===== src/rtl/tmds_channel_encoder_if.sv =====
// tmds_channel_encoder_if: source/encoder signal bundle for one TMDS channel
// master: ce, mode, d_in, ctrl, aux out; d_out, disp in (video/packet source side)
// slave : ce, mode, d_in, ctrl, aux in; d_out, disp out (encoder side)
interface tmds_channel_encoder_if #(parameter int DISP_W = 6);
  logic                     ce;
  logic [2:0]               mode;
  logic [7:0]               d_in;
  logic [1:0]               ctrl;
  logic [3:0]               aux;
  logic [9:0]               d_out;
  logic signed [DISP_W-1:0] disp;
  modport master(output ce, mode, d_in, ctrl, aux, input d_out, disp);
  modport slave(input ce, mode, d_in, ctrl, aux, output d_out, disp);
endinterface


===== src/rtl/tmds_channel_encoder.sv =====
// tmds_channel_encoder: two-stage TMDS encoder for one HDMI channel (video, control, guard bands, TERC4)
// clk, rst : pixel clock, asynchronous active-high reset
// bus      : slave modport; ce/mode/d_in/ctrl/aux in, d_out (bit 0 sent first) and running disparity out
// TMDS_TERC4_EN : when defined, builds the TERC4 table for DATA mode and the CHANNEL 0 data guard band
module tmds_channel_encoder #(
  parameter int CHANNEL = 0,
  parameter int DISP_W  = 6
) (
  input logic                   clk,
  input logic                   rst,
  tmds_channel_encoder_if.slave bus
);
  localparam logic [9:0] CTRL_CODE [4] = '{10'b1101010100, 10'b0010101011, 10'b0101010100, 10'b1010101011};
  localparam logic [9:0] VGB_CODE = (CHANNEL == 1) ? 10'b0100110011 : 10'b1011001100;
  localparam logic [9:0] DGB_CODE = 10'b0100110011;
  localparam logic signed [DISP_W-1:0] TWO = DISP_W'(2);
  localparam logic signed [DISP_W-1:0] EIGHT = DISP_W'(8);
`ifdef TMDS_TERC4_EN
  localparam logic [9:0] TERC4 [16] = '{
    10'b1010011100, 10'b1001100011, 10'b1011100100, 10'b1011100010,
    10'b0101110001, 10'b0100011110, 10'b0110001110, 10'b0100111100,
    10'b1011001100, 10'b0100111001, 10'b0110011100, 10'b1011000110,
    10'b1010001110, 10'b1001110001, 10'b0101100011, 10'b1011000011};
  logic [3:0] r_aux;
`endif
  logic [3:0]               w_n1d;
  logic                     w_xnor;
  logic [8:0]               w_qm;
  logic [3:0]               w_n1q;
  logic [8:0]               r_qm;
  logic [3:0]               r_n1;
  logic [2:0]               r_mode;
  logic [1:0]               r_ctrl;
  logic [9:0]               r_dout;
  logic signed [DISP_W-1:0] r_disp;
  logic signed [DISP_W-1:0] w_diff;
  logic signed [DISP_W-1:0] w_vdisp;
  logic                     w_bal;
  logic                     w_inv;
  logic [9:0]               w_vid;
  logic [9:0]               w_ctl;
  logic [9:0]               w_dat;
  logic [9:0]               w_dgb;
  logic [9:0]               w_sym;
  logic signed [DISP_W-1:0] w_ndisp;
  // stage 1: transition-minimised q_m; xnor folds in as an xor with 1
  always_comb begin
    w_n1d = '0;
    for (int i = 0; i < 8; i++) w_n1d = w_n1d + {3'b0, bus.d_in[i]};
    w_xnor = (w_n1d > 4'd4) || (w_n1d == 4'd4 && !bus.d_in[0]);
    w_qm[0] = bus.d_in[0];
    for (int i = 1; i < 8; i++) w_qm[i] = w_qm[i-1] ^ bus.d_in[i] ^ w_xnor;
    w_qm[8] = ~w_xnor;
    w_n1q = '0;
    for (int i = 0; i < 8; i++) w_n1q = w_n1q + {3'b0, w_qm[i]};
  end
  // stage 2: DC balance, w_diff = N1 - N0 = 2*N1 - 8
  always_comb begin
    w_diff = DISP_W'({r_n1, 1'b0}) - EIGHT;
    w_bal = ~|r_disp || r_n1 == 4'd4;
    w_inv = (!r_disp[DISP_W-1] && r_n1 > 4'd4) || (r_disp[DISP_W-1] && r_n1 < 4'd4);
    w_vid = w_bal ? {~r_qm[8], r_qm[8], r_qm[8] ? r_qm[7:0] : ~r_qm[7:0]} :
            w_inv ? {1'b1, r_qm[8], ~r_qm[7:0]} : {1'b0, r_qm[8], r_qm[7:0]};
    w_vdisp = r_disp + (w_bal ? (r_qm[8] ? w_diff : -w_diff) :
                        w_inv ? (r_qm[8] ? TWO : '0) - w_diff : w_diff - (r_qm[8] ? '0 : TWO));
    w_ctl = CTRL_CODE[r_ctrl];
`ifdef TMDS_TERC4_EN
    w_dat = TERC4[r_aux];
`else
    w_dat = w_ctl;
`endif
    w_dgb = (CHANNEL == 0) ? w_dat : DGB_CODE;
    w_sym = r_mode == 3'd1 ? w_vid : r_mode == 3'd2 ? VGB_CODE :
            r_mode == 3'd3 ? w_dat : r_mode == 3'd4 ? w_dgb : w_ctl;
    w_ndisp = r_mode == 3'd1 ? w_vdisp : '0;
  end
  always_ff @(posedge clk or posedge rst) begin
    if (rst) begin
      r_qm   <= '0;
      r_n1   <= '0;
      r_mode <= '0;
      r_ctrl <= '0;
`ifdef TMDS_TERC4_EN
      r_aux  <= '0;
`endif
      r_dout <= CTRL_CODE[0];
      r_disp <= '0;
    end else if (bus.ce) begin
      r_qm   <= w_qm;
      r_n1   <= w_n1q;
      r_mode <= bus.mode;
      r_ctrl <= bus.ctrl;
`ifdef TMDS_TERC4_EN
      r_aux  <= bus.aux;
`endif
      r_dout <= w_sym;
      r_disp <= w_ndisp;
    end
  end
  assign bus.d_out = r_dout;
  assign bus.disp  = r_disp;
endmodule


===== src/flat_wrapper.sv =====
// flat-port wrapper written by rule: the top's interface ports become plain ports
module tmds_channel_encoder_flat 
#(
  parameter int CHANNEL = 0,
  parameter int DISP_W  = 6
)
  (clk, rst, bus_ce, bus_mode, bus_d_in, bus_ctrl, bus_aux, bus_d_out, bus_disp);
  tmds_channel_encoder_if #(.DISP_W(DISP_W)) bus_i ();
  input logic clk;
  input logic rst;
  input wire logic [$bits(bus_i.ce)-1:0] bus_ce;
  input wire logic [$bits(bus_i.mode)-1:0] bus_mode;
  input wire logic [$bits(bus_i.d_in)-1:0] bus_d_in;
  input wire logic [$bits(bus_i.ctrl)-1:0] bus_ctrl;
  input wire logic [$bits(bus_i.aux)-1:0] bus_aux;
  output wire logic [$bits(bus_i.d_out)-1:0] bus_d_out;
  output wire logic [$bits(bus_i.disp)-1:0] bus_disp;
  assign bus_i.ce = bus_ce;
  assign bus_i.mode = bus_mode;
  assign bus_i.d_in = bus_d_in;
  assign bus_i.ctrl = bus_ctrl;
  assign bus_i.aux = bus_aux;
  assign bus_d_out = bus_i.d_out;
  assign bus_disp = bus_i.disp;
  tmds_channel_encoder #(.CHANNEL(CHANNEL), .DISP_W(DISP_W)) u_core (.clk(clk), .rst(rst), .bus(bus_i));
endmodule

===== config.mk =====
export PLATFORM = sky130hd
export DESIGN_NAME = tmds_channel_encoder_flat
export DESIGN_NICKNAME = d
export VERILOG_FILES = /design/src/rtl/tmds_channel_encoder_if.sv /design/src/rtl/tmds_channel_encoder.sv /design/src/flat_wrapper.sv
export SDC_FILE = /design/constraint.sdc
export NUM_CORES = 1
export LEC_CHECK = 0
export CAP_MARGIN = 25
export CORE_MARGIN = 10
export CORE_UTILIZATION = 50
export CTS_BUF_LIST = sky130_fd_sc_hd__clkbuf_4
export CTS_CLUSTER_SIZE = 25
export DETAILED_ROUTE_END_ITERATION = 10
export GPL_ROUTABILITY_DRIVEN = 1
export GPL_TIMING_DRIVEN = 1
export PLACE_DENSITY = 0.77
export RECOVER_POWER = 100
export SLEW_MARGIN = 5
export SYNTH_ARGS = -nofsm -noshare
export SYNTH_HDL_FRONTEND = slang
export SYNTH_SLANG_ARGS = --single-unit
export TNS_END_PERCENT = 50

===== constraint.sdc =====
create_clock -name clk -period 3.05 [get_ports clk]
set_input_delay 0.7625 -clock clk [delete_from_list [all_inputs] [get_ports clk]]
set_output_delay 0.7625 -clock clk [all_outputs]
set_load 0.05 [all_outputs]

After elaboration in Yosys (flattened, before gate mapping)
Cells that the tools add are included.
{ "word_totals": {"reg_bits": 34, "in_bits": 20, "output_inout_bits": 16, "wordCells": 75} }
{ "classes": {"addsub": 19, "n_lt_le_gt_ge": 4, "n_eq_ne": 4, "muxes": 14, "bitwise_logic": 18, "n_reduce_logical": 10} }
{ "ops": {"columns": ["cell", "count"], "rows": [
  ["10-bit 2-to-1 mux", 6],
  ["4-bit by 1-bit adder with 4-bit output", 12],
  ["6-bit 2-to-1 mux", 4],
  ["10-bit binary-select mux with 2-bit select", 1],
  ["1-bit XOR", 14],
  ["6-bit subtractor", 2],
  ["4-bit by 3-bit equality test with 1-bit output (second input constant)", 2],
  ["4-bit by 3-bit > comparator with 1-bit output (second input constant)", 2],
  ["8-bit 2-to-1 mux", 1],
  ["8-bit NOT", 1],
  ["6-bit adder", 1],
  ["6-bit negation", 1],
  ["6-bit OR reduction", 1],
  ["5-bit by 4-bit subtractor with 6-bit output (second input constant)", 1],
  ["1-bit by 1-bit adder with 2-bit output", 2],
  ["4-bit by 3-bit less-than comparator with 1-bit output (second input constant)", 1],
  ["2-bit 2-to-1 mux", 2],
  ["3-bit by 1-bit equality test with 1-bit output (second input constant)", 1],
  ["3-bit by 2-bit equality test with 1-bit output (second input constant)", 1],
  ["3-bit >= comparator (second input constant)", 1],
  ["1-bit logical AND", 3],
  ["1-bit zero test", 3],
  ["1-bit logical OR", 3],
  ["2-bit NOT with 3-bit output", 1],
  ["1-bit NOT", 2]
]} }

Longest topological paths before layout
Gate-level depths: netlist of run 1.
{ "depth": {"ltp_word": 24, "ltp_mapped": 22, "mapped_depth_nobuf": 22} }

Worst setup path before layout of run 1
Ideal clock, no wire load.
{ "synth_path": {"path_kind": "in2reg", "from": "input bus_d_in[0]", "to": "register u_core.r_n1[2]", "setup_ps": 135, "t_arrival_ps": 5859, "t_required_ps": 2915, "setup_slack_ps": -2944, "stages": 20, "n_path_buf": 0, "path_cell_list": "ha_1 inv_1 fa_1 fa_1 inv_1 fa_1 fa_1 nor3b_1 nand2b_1 o21ai_1 xnor2_1 ha_1 inv_1 fa_1 fa_1 fa_1 fa_1 xnor2_1 nand2_1 o21ai_0"} }
{ "synth_between": {"elab_chain_len": 24, "elab_cells_between_ends": 33, "cone_classes": "14 x add/sub; 1 x order compare; 1 x eq/ne; 14 x bitwise; 3 x reduce/logical"} }
{ "synth_rtl": {"columns": ["item", "line_no", "source"], "rows": [
  ["start, declared", "flat_wrapper.sv:13", "input wire logic [$bits(bus_i.d_in)-1:0] bus_d_in;"],
  ["branches (longest 10 deep; another with 4-bit by 1-bit adder with 4-bit output)", null, null],
  ["1-bit XOR (*)", "tmds_channel_encoder.sv:52", "for (int i = 1; i < 8; i++) w_qm[i] = w_qm[i-1] ^ bus.d_in[i] ^ w_xnor;"],
  ["named net u_core.w_qm[1]", "tmds_channel_encoder.sv:28", "logic [8:0] w_qm;"],
  ["branches (longest 12 deep; another with 4-bit by 1-bit adder with 4-bit output)", null, null],
  ["4-bit by 1-bit adder with 4-bit output (*)", "tmds_channel_encoder.sv:55", "for (int i = 0; i < 8; i++) w_n1q = w_n1q + {3'b0, w_qm[i]};"],
  ["end signal, assigned", "tmds_channel_encoder.sv:90", "r_n1 <= w_n1q;"],
  ["end, declared", "tmds_channel_encoder.sv:31", "logic [3:0] r_n1;"]
]} }
Mark *: on every way through the listed nets, which the timed path passes.
A chain may end at the register's enable or synchronous reset.

Worst setup path after layout of run 1
Same ends and word-level chain as after synthesis.

==> flow_summary.toml, run 1 <==
[status]
status = "complete, but fails checks"
violations = "capacitance limit, slew limit, setup timing"

[clocking]
cts_root_buf = "clkbuf_4"
clk_latency_ns = 0.34
cts.sinks = 33
cts_buffers = 5
cts_tree = "done"
clkTransAtPathRegs_ns = 0.11
clock_path_buffers = 2
htreeDepth = 2
postCtsHoldBufs = 0

[route]
drtAntennaViolNets = 0
dr.pass1.iters = 6
remaining_drc_errors = 0
wl_um = 5450
vias_per_cell = 5.32
vias = 1926
drt_iter0_drc = 58
post_drt_wl_per_cell_um = 15.1

[logic_synthesis]
async_flop_share = 1.00
ys_ff_latch = 33
synthTopCellsByArea = "dfrtp_1, ha_1, fa_1"
netlist_instances = 245
synth_warnings = 0
seq_area_frac_synth = 0.350
synth_top_cell_by_area = "dfrtp_1"
netlist_area_um2 = 2370
synth_edf_count = 0
avgSynthCellArea_um2 = 9.69
synth_fp_nets = 294
synth_ff_type = "dfrtp_1"
synth.distinct_cells = 44
synth_top_area_frac = 0.295

[flow_run]
max-cap-violations = 1

[critical_path]
cp_num_cells = 22
worstPathRequired_ns = 3.28
arrival_ns = 5.84
crit_path_top_delay_cell = "fa_1"
cp_slowest_stage_delay_ns = 0.50
r2r_start = "u_core.bus.disp[1]"
cp.buffers_inverters = 4
cp-start-kind = "input pin"
path_common_cell = "fa_1"
critPathKind = "in2reg"
crit_family = "adder cells"
reg2reg_depth = 11
critical_path.startpoint = "bus_d_in[0]"
crit_path_end_kind = "flip-flop"
path_cells = "buf_6, ha_4, inv_4, fa_1, fa_1, inv_1, fa_2, fa_1, nor3b_2, o21ai_1, nand2_1, o21ai_4, xnor2_2, ha_1, inv_2, fa_1, fa_1, fa_2, fa_2, xnor2_2, nand2_1, o21ai_1"
cp_max_fo = 2

[layout]
n_fill_cell = 339
regArea_um2 = 832
multiInputGateArea_um2 = 1450
mostFrequentLayoutCells = "inv_1, buf_4, dfrtp_1"
drive_above_1_share = 0.240
num-nets-final = 356
diodes = 0
layout_commonest_cell = "inv_1"
area_delta_synth_final_pct = 31.0
fin_cells = 362

[place]
placed_cells = 350
placement.io_buffers = 30
gp_congestion = 0.857
hpwlAfterDp_um = 4000

[sta]
layout_min_cycle_time_ns = 5.62
rsz0062_at_grt = "true"
period_share = 1.84
tightest_slew_ns = 1.82
fin_skew_ns = 0.0158
clock.fmax_mhz = 178
hold_viol = 0
max-slew-margin-rel = -0.213
setup_viol = 10
fin_ws_ns = -2.57
drv_slew = 34

[floorplanning]
ioPinCount = 36
row_count = 25
floorplan.initialDensity = 0.510
die_x_um = 88.9
core_um2 = 4660
dieArea_um2 = 7910
die-height_um = 88.9

[pwr]
p_leak_nw = 1.46
p_per_area_nw_per_um2 = 1160
peakVddDrop_uv = 549
p_total_mw = 3.60

[global_routing]
grt_remaining_overflow = 0
grt_max_degree = 37
grt_antenna_before_repair = 0
grt_pass1_vias = 1908
track_usage = 0.144
grt_pass1_wl_um = 9000

[min_path]
hold_path.class = "reg2reg"
holdCritStartpoint = "u_core.bus.d_out[9]"
whs_path_depth = 2
## metal layers
layer,GRT usage,vias to the layer above,share of wire
li1,-,932,-
met1,0.170,946,0.42
met2,0.252,35,0.53
met3,0.0319,13,0.037
met4,0.0470,0,0.018
met5,0,-,0
## final cells by class
class,count,share of cell area
multi-input cells,168,0.467
repair buffers,63,0.174
clock inverters,2,0.0109
flip-flops and latches,33,0.267
well taps,54,0.0217
clock buffers,6,0.0145
inverters,36,0.0442
## power by group
part	switching, mW	internal (mW)	leakage [nW]
clock network	0.152	0.179	0.0433
registers	0.109	0.581	0.389
logic	1.36	1.22	1.02
total	1.62	1.98	1.46
## sequential cells by signal, indices dropped and copies added, names as in the netlist
register / count
u_core.r_ctrl: 2
u_core.r_mode: 3
u_core.bus.d_out: 10
u_core.r_n1: 4
u_core.r_qm: 9
u_core.bus.disp: 5
## synthesized netlist by cell type, types with 2 or more instances
library cell  count
clkbuf_1          4
o21ai_1           2
nand2b_1          3
o221ai_1          2
a21oi_1          19
mux2i_1           6
dfstp_2           5
nor2_1           24
dfrtp_1          28
mux2_2            9
xnor2_1          18
xor2_1            8
buf_1             2
o22ai_1           5
ha_1             20
o21ai_0          10
fa_1              9
nand3_1           3
inv_1            36
nand2_1           8
## final timing paths
kind / endpoint / slack [ns]
max: u_core.r_n1[2] / -2.57
min: u_core.bus.d_out[9] / 0.47
max reg2reg: u_core.bus.disp[5] / -0.29
min reg2reg: u_core.bus.d_out[9] / 0.47
max in group asynchronous: u_core.r_qm[4] / 0.50
min in group asynchronous: u_core.r_mode[0] / 1.50
## tightest hold or removal path: stages (launching register included)
cell and delay [ns]:
dfstp_2 0.38, inv_1 0.05, o21ai_1 0.05
## cells by family (layout without fill, tap and decap cells)
| group | count (synthesis) | after routing | synth area share |
|---|---|---|---|
| DFF | 33 | 33 | 0.350 |
| and+or+nand+nor | 49 | 49 | 0.0991 |
| muxes | 17 | 17 | 0.0801 |
| AOI/OAI and AO/OA | 45 | 45 | 0.113 |
| buffers and inverters | 44 | 107 | 0.0717 |
| adders and majority gates | 29 | 29 | 0.181 |
| xor gates and xnor gates | 27 | 27 | 0.103 |
| other | 1 | 1 | 0.00158 |
## metrics by stage
stage | hold WS, ns | setup WS, ns | area, um2 | util | setup TNS (ns)
after CTS | 0.472 | -2.84 | 3110 | 0.668 | -14.15
after floorplan | 0.497 | -2.65 | 2410 | - | -12.82
after global placement | 0.454 | -3.18 | 2960 | 0.635 | -18.40
final | 0.469 | -2.57 | 3110 | 0.667 | -13.43
after detailed placement | 0.456 | -3.33 | 2960 | 0.635 | -19.41
after global routing | 0.504 | -2.70 | 3110 | 0.667 | -15.19
## what timing repair did
item | CTS | global route
setup endpoints to repair | 10 | 10
buffers inserted | 2 | 2
pin swaps | 15 | 16
resized for setup | 27 | 3
endpoints found under the hold margin | 0 | 0
No activity file was read; power rests on OpenSTA's default activity.
==> run 2, diff against run 1 <==
CAP_MARGIN = 20   (was 25)
GPL_ROUTABILITY_DRIVEN = 0   (was 1)
==> results of run 2 <==
Same layout as run 1: the final DEF is identical, and so are final timing and power.
==> run 3, diff against run 2 <==
DONT_BUFFER_PORTS = 1   (was unset)
PLACE_DENSITY = 0.67   (was 0.77)
==> run 3 against run 2 <==
The run still ends with capacitance limit, slew limit, setup timing left. Maximum frequency increased by 2.9%. Combinational power decreased by 5%. Critical endpoint unchanged. Critical path type unchanged. Total power decreased by 0.91%. Die area unchanged. Worst setup slack improved by 0.16 ns.
==> flow_summary.toml, run 3 (same netlist as run 1, synthesis figures left out) <==
[global_routing]
grt_remaining_overflow = 0
track_usage = 0.135
grt_pass1_wl_um = 8430
top_usage_layer = "met2"
met1_usage = 0.157
grt_use_met2 = 0.229
use_met3 = 0.0438
grt_antenna_before_repair = 0
grt_max_degree = 50
grt_pass1_vias = 1838

[layout]
diodes = 0
mostFrequentLayoutCells = "inv_1, dfrtp_1, buf_4"
n_fill_cell = 388
utilization = 0.611
drive_above_1_share = 0.237
largest_register_ffs = 10
num-nets-final = 331
layout_commonest_cell = "inv_1"
area_delta_synth_final_pct = 19.9
final_cell_area_um2 = 2850

[sta]
max-slew-margin-rel = -0.180
drv_slew = 34
tightest_slew_ns = 1.77
rsz0062_at_grt = "true"
fin_ws_ns = -2.41
clock.fmax_mhz = 183
setup_viol = 10
period_share = 1.79
fin_skew_ns = 0.00619
layout_min_cycle_time_ns = 5.46
timing.hold.ws_ns = 0.484
hold_viol = 0

[pwr]
p_switching_mw = 1.61
peakVddDrop_uv = 563
p_seq_frac = 0.220
p_leak_nw = 1.32
p_per_area_nw_per_um2 = 1250
comb_power_share = 0.688
p_int_mw = 1.96
clkPwrFrac = 0.092
swShare = 0.451

[min_path]
hold-path-endpoint = "u_core.bus.d_out[9]"
whs_path_depth = 1
hold_path.class = "in2reg"
holdCritStartpoint = "bus_ce"

[route]
remaining_drc_errors = 0
drt_iter0_drc = 91
dr.pass1.iters = 4
vias_per_cell = 5.15
wl_um = 4940
vias = 1735
post_drt_wl_per_cell_um = 14.7
drtAntennaViolNets = 0

[clocking]
htreeDepth = 2
cts_buffers = 5
clock_path_buffers = 2
postCtsHoldBufs = 0
clk_latency_ns = 0.34
cts_tree = "done"
cts.sinks = 33
cts_root_buf = "clkbuf_4"
clkTransAtPathRegs_ns = 0.11

[critical_path]
path_cells = "ha_4, inv_2, fa_1, fa_1, inv_1, fa_2, fa_1, nor3b_2, o21ai_1, nand2_1, o21ai_4, xnor2_2, ha_1, inv_1, fa_1, fa_1, fa_2, fa_2, xnor2_2, nand2_1, o21ai_1"
crit_path_top_delay_cell = "fa_1"
reg2reg_depth = 11
crit_path_end_kind = "flip-flop"
r2r-end = "u_core.bus.disp[5]"
arrival_ns = 5.69
ff2ff_setup_slack_ns = -0.23
cp_max_fo = 2
r2r_start = "u_core.bus.disp[1]"
critPathKind = "in2reg"
worstPathRequired_ns = 3.28
cp_slowest_stage_delay_ns = 0.50
cp-start-kind = "input pin"
path_common_cell = "fa_1"

[flow_run]
max-cap-violations = 1

[place]
hpwlAfterDp_um = 3670
placement.io_buffers = 0
place_area_um2 = 2680

[floorplanning]
die_x_um = 88.9
dieArea_um2 = 7910
die-height_um = 88.9
ioPinCount = 36
row_count = 25
core_um2 = 4660
floorplan.initialDensity = 0.510

[status]
status = "complete, but fails checks"
violations = "capacitance limit, slew limit, setup timing"
-- run 3: cell count changes in the layout (fill, tap and decap cells not counted), sizes merged --
cell           change
dlygate4sd3       -17
clkdlybuf4s50      -9
clkbuf             +3
dlygate4sd2        -2
buf                -1
clkinvlp           +1
-- run 3: worst max path at each step --
stage | from | endpoint | slack [ns] | depth (start not counted)
final | bus_d_in[1] | u_core.r_n1[2] | -2.41 | 21
after global routing | bus_d_in[1] | u_core.r_n1[2] | -2.63 | 21
after CTS | bus_d_in[1] | u_core.r_n1[2] | -2.40 | 21
after detailed placement | bus_d_in[1] | u_core.r_n1[2] | -2.89 | 21
after global placement | bus_d_in[1] | u_core.r_n1[2] | -2.68 | 21
after floorplan | bus_d_in[1] | u_core.r_n1[2] | -2.65 | 21
-- run 3: cell type report --
class | instances | area [um2] | share of cell area
repair buffers | 38 | 278 | 0.0975
clock buffers | 5 | 37.5 | 0.0132
inverters | 36 | 135 | 0.0475
flip-flops and latches | 33 | 832 | 0.292
well taps | 54 | 67.6 | 0.0237
clock inverters | 3 | 41.3 | 0.0145
multi-input cells | 168 | 1460 | 0.511
-- run 3: stage by stage --
stage	setup slack, ns	TNS, ns	total power, mW	std cells
floorplan	-2.65	-12.82	2.43	245
global placement	-2.68	-14.13	2.99	323
detailed placement	-2.89	-15.29	3.05	323
CTS	-2.40	-12.38	3.58	336
global route	-2.63	-15.45	3.90	337
finish	-2.41	-12.58	3.56	337
-- run 3: timing repair --
action | 4_1_cts | 5_1_grt
buffers inserted | 5 | 1
endpoints found under the setup margin | 10 | 10
resized for setup | 12 | 10
cloned | 0 | 0
pin swaps | 3 | 4
-- run 3: critical path: cells and delay by family --
family	cells	cell delay [ns]
buf+inv	3	0.13
fa+ha+maj	10	3.93
simple gates	3	0.37
compound gates	3	0.22
xor+xnor	2	0.28
-- run 3: metal layers --
| metal | routed length, um | share of wire |
|---|---|---|
| met1 | 2200 | 0.44 |
| met5 | 0 | 0 |
| met2 | 2360 | 0.48 |
| met3 | 301 | 0.061 |
| met4 | 85 | 0.017 |
-- run 3: power by group through the flow --
stage	clock network, mW	logic [mW]	registers [mW]
floorplan	0	1.55	0.876
global placement	0	2.19	0.800
detailed placement	0	2.25	0.805
CTS	0.339	2.45	0.795
global route	0.349	2.74	0.804
finish	0.328	2.45	0.783
